==> src/rtl/adder_pkg.sv <==
// Shared constants and operation encoding for the pipelined adder/subtractor.
package adder_pkg;

    localparam int unsigned DEF_WIDTH = 16;
    localparam int unsigned DEF_CHUNK = 4;

    typedef enum logic {
        OP_ADD = 1'b0,
        OP_SUB = 1'b1
    } op_e;

endpackage

==> src/rtl/pipelined_adder_nbit_if.sv <==
// Operand/result stream bundle with valid/ready on each side.
interface pipelined_adder_nbit_if
    import adder_pkg::*;
#(
    parameter int unsigned WIDTH = DEF_WIDTH
);

    logic             in_valid;
    logic             in_ready;
    logic [WIDTH-1:0] a;
    logic [WIDTH-1:0] b;
    logic             cin;
    logic             sub;
    logic             out_valid;
    logic             out_ready;
    logic [WIDTH-1:0] s;
    logic             cout;
    logic             ovf;

    modport master (
        output in_valid, a, b, cin, sub, out_ready,
        input  in_ready, out_valid, s, cout, ovf
    );

    modport slave (
        input  in_valid, a, b, cin, sub, out_ready,
        output in_ready, out_valid, s, cout, ovf
    );

endinterface

==> src/rtl/pipelined_adder_nbit_chunk_stage.sv <==
// One pipeline stage: CHUNK-bit ripple add of the low chunk of the operand words,
// registered with valid and load-enable.
module adder_chunk_stage #(
    parameter int unsigned WIDTH = 16,
    parameter int unsigned CHUNK = 4
) (
    input  logic             clk,
    input  logic             rst,
    input  logic             load,
    input  logic             valid_prev,
    input  logic [WIDTH-1:0] x_prev,
    input  logic [WIDTH-1:0] y_prev,
    input  logic             carry_prev,
    output logic             valid,
    output logic [WIDTH-1:0] x,
    output logic [WIDTH-1:0] y,
    output logic             carry,
    output logic             ovf
);

    logic [CHUNK:0]   c;
    logic [CHUNK-1:0] sum;

    // Ripple of full-adder cells over the lowest chunk.
    always_comb begin
        c    = '0;
        sum  = '0;
        c[0] = carry_prev;
        for (int i = 0; i < int'(CHUNK); i++) begin
            sum[i]   = x_prev[i] ^ y_prev[i] ^ c[i];
            c[i + 1] = (x_prev[i] & y_prev[i]) | (c[i] & (x_prev[i] ^ y_prev[i]));
        end
    end

    // x rotates: operand A chunks shift down, finished sum chunks enter at the top,
    // so after the last stage x holds the full result in place.
    always_ff @(posedge clk) begin
        if (rst) begin
            valid <= 1'b0;
            x     <= '0;
            y     <= '0;
            carry <= 1'b0;
            ovf   <= 1'b0;
        end else if (load) begin
            valid <= valid_prev;
            if (valid_prev) begin
                x     <= (x_prev >> CHUNK) | (WIDTH'(sum) << (WIDTH - CHUNK));
                y     <= y_prev >> CHUNK;
                carry <= c[CHUNK];
                ovf   <= c[CHUNK] ^ c[CHUNK-1];
            end
        end
    end

endmodule

==> src/rtl/pipelined_adder_nbit.sv <==
// Pipelined WIDTH-bit adder/subtractor: one CHUNK-bit ripple stage per register,
// elastic valid/ready chain so bubbles collapse and backpressure stalls cleanly.
module pipelined_adder_nbit
    import adder_pkg::*;
#(
    parameter int unsigned WIDTH = DEF_WIDTH,
    parameter int unsigned CHUNK = DEF_CHUNK
) (
    input  logic                   clk,
    input  logic                   rst,
    pipelined_adder_nbit_if.slave  bus
);

    localparam int unsigned STAGES = (CHUNK >= 1) ? WIDTH / CHUNK : 1;

    if (CHUNK < 1) begin : g_bad_chunk
        $error("pipelined_adder_nbit: CHUNK must be >= 1");
    end else if (WIDTH % CHUNK != 0) begin : g_bad_width
        $error("pipelined_adder_nbit: WIDTH must be a multiple of CHUNK");
    end

    logic [STAGES-1:0] valid;
    logic [STAGES-1:0] load;
    logic [STAGES-1:0] carry;
    logic              ovf [STAGES];
    logic [WIDTH-1:0]  x   [STAGES];
    logic [WIDTH-1:0]  y   [STAGES];
    logic              sub_op;

    assign sub_op = (op_e'(bus.sub) == OP_SUB);

    for (genvar k = 0; k < STAGES; k++) begin : g_stage
        logic             vp;
        logic             cp;
        logic [WIDTH-1:0] xp;
        logic [WIDTH-1:0] yp;

        // A stage may load unless it and every stage after it are full and the output is stalled.
        assign load[k] = bus.out_ready | ~(&valid[STAGES-1:k]);

        if (k == 0) begin : g_head
            assign vp = bus.in_valid;
            assign xp = bus.a;
            assign yp = sub_op ? ~bus.b : bus.b;
            assign cp = sub_op ? 1'b1 : bus.cin;
        end else begin : g_body
            assign vp = valid[k-1];
            assign xp = x[k-1];
            assign yp = y[k-1];
            assign cp = carry[k-1];
        end

        adder_chunk_stage #(
            .WIDTH (WIDTH),
            .CHUNK (CHUNK)
        ) u_stage (
            .clk        (clk),
            .rst        (rst),
            .load       (load[k]),
            .valid_prev (vp),
            .x_prev     (xp),
            .y_prev     (yp),
            .carry_prev (cp),
            .valid      (valid[k]),
            .x          (x[k]),
            .y          (y[k]),
            .carry      (carry[k]),
            .ovf        (ovf[k])
        );
    end

    assign bus.in_ready  = load[0] & ~rst;
    assign bus.out_valid = valid[STAGES-1];
    assign bus.s         = x[STAGES-1];
    assign bus.cout      = carry[STAGES-1];
    assign bus.ovf       = ovf[STAGES-1];

endmodule

==> src/flat_wrapper.sv <==
// flat-port wrapper written by rule: the top's interface ports become plain ports
module pipelined_adder_nbit_flat import adder_pkg::*;
#(
    parameter int unsigned WIDTH = DEF_WIDTH,
    parameter int unsigned CHUNK = DEF_CHUNK
)
  (clk, rst, bus_in_valid, bus_a, bus_b, bus_cin, bus_sub, bus_out_ready, bus_in_ready, bus_out_valid, bus_s, bus_cout, bus_ovf);
  pipelined_adder_nbit_if #(.WIDTH(WIDTH)) bus_i ();
  input  logic clk;
  input  logic rst;
  input wire logic [$bits(bus_i.in_valid)-1:0] bus_in_valid;
  input wire logic [$bits(bus_i.a)-1:0] bus_a;
  input wire logic [$bits(bus_i.b)-1:0] bus_b;
  input wire logic [$bits(bus_i.cin)-1:0] bus_cin;
  input wire logic [$bits(bus_i.sub)-1:0] bus_sub;
  input wire logic [$bits(bus_i.out_ready)-1:0] bus_out_ready;
  output wire logic [$bits(bus_i.in_ready)-1:0] bus_in_ready;
  output wire logic [$bits(bus_i.out_valid)-1:0] bus_out_valid;
  output wire logic [$bits(bus_i.s)-1:0] bus_s;
  output wire logic [$bits(bus_i.cout)-1:0] bus_cout;
  output wire logic [$bits(bus_i.ovf)-1:0] bus_ovf;
  assign bus_i.in_valid = bus_in_valid;
  assign bus_i.a = bus_a;
  assign bus_i.b = bus_b;
  assign bus_i.cin = bus_cin;
  assign bus_i.sub = bus_sub;
  assign bus_i.out_ready = bus_out_ready;
  assign bus_in_ready = bus_i.in_ready;
  assign bus_out_valid = bus_i.out_valid;
  assign bus_s = bus_i.s;
  assign bus_cout = bus_i.cout;
  assign bus_ovf = bus_i.ovf;
  pipelined_adder_nbit #(.WIDTH(WIDTH), .CHUNK(CHUNK)) u_core (.clk(clk), .rst(rst), .bus(bus_i));
endmodule
==> config.mk <==
export PLATFORM = sky130hd
export DESIGN_NAME = pipelined_adder_nbit_flat
export DESIGN_NICKNAME = d
export VERILOG_FILES = /design/src/rtl/adder_pkg.sv /design/src/rtl/pipelined_adder_nbit_if.sv /design/src/rtl/pipelined_adder_nbit_chunk_stage.sv /design/src/rtl/pipelined_adder_nbit.sv /design/src/flat_wrapper.sv
export SDC_FILE = /design/constraint.sdc
export NUM_CORES = 1
export LEC_CHECK = 0
export ABC_AREA = 1
export BUFFER_PORTS_ARGS = -buffer_cell sky130_fd_sc_hd__buf_4
export CAP_MARGIN = 20
export CORE_MARGIN = 2
export CORE_UTILIZATION = 43
export CTS_CLUSTER_SIZE = 20
export DETAILED_ROUTE_END_ITERATION = 8
export SYNTH_ARGS = -nofsm -noshare
export SYNTH_HDL_FRONTEND = slang
export SYNTH_SLANG_ARGS = --single-unit
==> constraint.sdc <==
create_clock -name clk -period 2.84 [get_ports clk]
set_input_delay 0.142 -clock clk [delete_from_list [all_inputs] [get_ports clk]]
set_output_delay 0.142 -clock clk [all_outputs]
set_load 0.03 [all_outputs]
==> load_flow_metrics.sql <==
INSERT INTO impl_metrics (metric_group, metric, value, unit) VALUES
('cells_and_area', 'mostFrequentLayoutCell', 'sky130_fd_sc_hd__nor2_1', ''),
('cells_and_area', 'ff_latch_area', '1940', 'sq um'),
('hold_path', 'timing.hold.worst_endpoint', 'u_core.g_stage[3].u_stage.valid', ''),
('yosys', 'synthesis.nets', '690', ''),
('global_routing', 'grt_antenna_before_repair', '0', ''),
('cells_and_area', 'area_used_by_multi_input_combinational_logic', '2010', 'sq um'),
('worst_setup_path', 'crit_path_max_incr_delay', '0.41', 'ns'),
('cts', 'h-tree-depth', '3', ''),
('power_and_ir_drop', 'gate_power_share', '14.4', '%'),
('power_and_ir_drop', 'power.share.switching', '28.6', '%'),
('timing', 'setup-violations-final', '0', ''),
('cts', 'path_clk_slew', '0.11', 'ns'),
('drt', 'detail-route-antenna-nets', '0', ''),
('floorplan', 'die_area', '11300', 'sq um'),
('hold_path', 'holdCritStartpoint', 'bus_out_ready', ''),
('cts', 'tritoncts', 'built', ''),
('power_and_ir_drop', 'p_per_area', '532', 'nW/um^2'),
('timing', 'setup-tns-final', '0', 'ns'),
('cells_and_area', 'nNetsFinal', '721', ''),
('global_routing', 'gr-total-overflow', '0', ''),
('drt', 'via_per_inst', '4.57', ''),
('cts', 'numCtsBuffers', '9', ''),
('global_routing', 'pin_count_of_the_biggest_net_entering_global_routing', '62', ''),
('yosys', 'post_synth_inst_count', '636', ''),
('worst_setup_path', 'timing.critical_path.required', '3.14', 'ns'),
('timing', 'worst-slew-pin-transition', '0.858', 'ns'),
('cts', 'cts-resized-gates', '0', ''),
('worst_setup_path', 'worstSetupPathType', 'reg2reg', ''),
('floorplan', 'fp.dieW', '106', 'microns'),
('place', 'detailed_place_hpwl', '5.94', 'mm'),
('job', 'max-cap-violations', '0', ''),
('cts', 'cts_root_buffer', 'sky130_fd_sc_hd__clkbuf_8', ''),
('place', 'dpl_cell_area', '4910', 'sq um'),
('timing', 'post-route-period-util', '76.9', '%'),
('power_and_ir_drop', 'cellLeakagePower', '2.43', 'nW'),
('floorplan', 'boundaryPins', '58', ''),
('cells_and_area', 'layout.core_utilization', '49.9', '%'),
('global_routing', 'globalRouteTotalUtil', '16.1', '%'),
('place', 'port_buffers', '57', ''),
('cells_and_area', 'number_of_antenna_repair_diodes', '0', ''),
('global_routing', 'via_count_of_the_first_global_routing_pass', '3416', ''),
('cells_and_area', 'final_cell_area_excluding_filler_cells', '5110', 'sq um'),
('cells_and_area', 'fillerInstances', '1064', ''),
('timing', 'slew_violations', '0', ''),
('power_and_ir_drop', 'net_switching_component_of_the_power', '0.777', 'mW'),
('global_routing', 'wire_length_of_the_first_global_routing_pass', '15.0', 'mm'),
('yosys', 'sequential_area_share_after_synthesis', '43.3', '%'),
('drt', 'drtIter0Drc', '199', ''),
('hold_path', 'worstHoldPathCells', '4', ''),
('cells_and_area', 'syn_to_final_growth', '13.8', '%'),
('place', 'finalWeightedCongestion', '0.776', ''),
('worst_setup_path', 'timing.rr.end', 'u_core.g_stage[3].u_stage.x[15]', ''),
('cts', 'clock_insertion_delay_worst_skew', '0.37', 'ns'),
('yosys', 'total_number_of_yosys_warnings', '0', ''),
('timing', 'finalClockSkew', '0.0208', 'ns'),
('floorplan', 'core', '10200', 'sq um'),
('hold_path', 'worst_hold_path_type', 'in2reg', ''),
('status', 'run_status', 'complete, no violations', ''),
('worst_setup_path', 'critical_path_cell_by_cell', 'fa_1, inv_1, fa_1, inv_1, fa_1, inv_1, fa_1, nand2_1, nand2_1, nor2_1', ''),
('worst_setup_path', 'timing.critical_path.buf_inv', '3', ''),
('power_and_ir_drop', 'seq_power_share', '54.7', '%'),
('worst_setup_path', 'timing.critical_path.max_delay_family', 'adder cells', ''),
('timing', 'period_minus_slack', '2.18', 'ns'),
('worst_setup_path', 'startpoint_type', 'flip-flop', ''),
('worst_setup_path', 'crit_path_top_delay_cell', 'sky130_fd_sc_hd__fa_1', ''),
('cells_and_area', 'drive_gt1_share', '12.5', '%'),
('drt', 'average_wire_per_cell_in_the_routed_design', '10.4', 'microns'),
('timing', 'max-slew-margin-rel', '42.7', '%'),
('worst_setup_path', 'timing.critical_path.to_type', 'flip-flop', ''),
('power_and_ir_drop', 'clkPwrFrac', '31.0', '%'),
('worst_setup_path', 'critical_path_arrival', '2.48', 'ns');
## final cells by class
type	instances	area share, %
clock buffer	9	2.43
clock inverter	7	1.15
timing repair buffer	64	9.46
inverter	84	6.17
multi-input combinational	411	39.4
sequential	97	38.0
tap	136	3.33
## tightest hold or removal path: stages
cell                      delay [ns]
sky130_fd_sc_hd__buf_4          0.10
sky130_fd_sc_hd__inv_2          0.03
sky130_fd_sc_hd__nand2_1        0.06
sky130_fd_sc_hd__a21oi_1        0.06
## per-stage QoR
stage               worst slack (ns)  hold slack [ns]  power, mW  instances
global route                   0.521           0.0507       2.88        808
finish                         0.657           0.0577       2.72        808
detailed placement             0.521            0.366       1.91        791
global placement               0.559            0.366       1.91        791
CTS                            0.639           0.0447       2.76        808
floorplan                      0.470            0.211       1.80        636
## timing repair
action,4_1_cts,5_1_grt
buffers inserted,0,0
hold buffers,1,0
hold endpoints to repair,4,0
## routing by layer
layer	part of all wire (%)	vias to the layer above	track usage [%]	routed length, microns
met4	1.4	0	5.36	118
met5	0	-	0	0
met1	51	1609	21.8	4310
li1	-	2005	-	-
met2	43	70	25.8	3650
met3	4.2	11	3.13	356
## state kept, by name (all words and copies together) (netlist names)
| register | cells |
|---|---|
| u_core.g_stage.u_stage.x | 64 |
| u_core.g_stage.u_stage.y | 24 |
| u_core.g_stage.u_stage.carry | 4 |
| u_core.g_stage.u_stage.valid | 4 |
| u_core.g_stage.u_stage.ovf | 1 |
## synthesized netlist by cell type
library cell / instances / share of area [%]
sky130_fd_sc_hd__o21ai_0: 34 / 3.8
sky130_fd_sc_hd__xnor2_1: 2 / 0.39
sky130_fd_sc_hd__dfxtp_1: 97 / 43
sky130_fd_sc_hd__nand2_2: 1 / 0.14
sky130_fd_sc_hd__fa_1: 16 / 7.1
sky130_fd_sc_hd__nand2_1: 108 / 9.0
sky130_fd_sc_hd__buf_6: 2 / 0.50
sky130_fd_sc_hd__nor2_2: 1 / 0.14
sky130_fd_sc_hd__inv_2: 2 / 0.17
sky130_fd_sc_hd__clkbuf_1: 12 / 1.0
sky130_fd_sc_hd__nand3_1: 55 / 6.1
sky130_fd_sc_hd__buf_4: 2 / 0.33
sky130_fd_sc_hd__clkbuf_2: 1 / 0.11
sky130_fd_sc_hd__inv_1: 82 / 6.9
sky130_fd_sc_hd__nor2_1: 132 / 11
sky130_fd_sc_hd__a21oi_1: 60 / 6.7
sky130_fd_sc_hd__buf_1: 6 / 0.50
sky130_fd_sc_hd__xor2_1: 2 / 0.39
sky130_fd_sc_hd__buf_2: 21 / 2.3
## worst max-delay path by stage
stage                                    from                               to  slack (ns)  cells past startpoint
2_1_floorplan                         bus_sub  u_core.g_stage[0].u_stage.x[15]        0.47                     14
3_3_place_gp                          bus_sub  u_core.g_stage[0].u_stage.x[15]        0.56                     13
3_5_place_dp                          bus_sub  u_core.g_stage[0].u_stage.x[15]        0.52                     13
4_1_cts        u_core.g_stage[2].u_stage.x[0]  u_core.g_stage[3].u_stage.x[15]        0.64                     10
5_1_grt        u_core.g_stage[2].u_stage.x[0]  u_core.g_stage[3].u_stage.x[15]        0.52                     10
6_report       u_core.g_stage[2].u_stage.x[0]  u_core.g_stage[3].u_stage.x[15]        0.66                     10
## cells by family (layout without fill, tap and decap cells)
logic type	count (synthesis)	count (layout)	synth area share, %
simple gates	297	297	26.5
xor+xnor	4	4	0.781
fa+ha+maj	16	16	7.14
flops	97	97	43.3
buf+inv	128	164	11.8
compound gates	94	94	10.5
## power by group through the flow
stage / Clock (mW) / Combinational [mW] / Sequential [mW]
finish: 0.842 / 0.390 / 1.49
global route: 0.927 / 0.460 / 1.50
CTS: 0.871 / 0.398 / 1.49
detailed placement: 0 / 0.397 / 1.52
global placement: 0 / 0.392 / 1.52
floorplan: 0 / 0.269 / 1.53
Note: power is estimated with default switching activity, not from simulation.
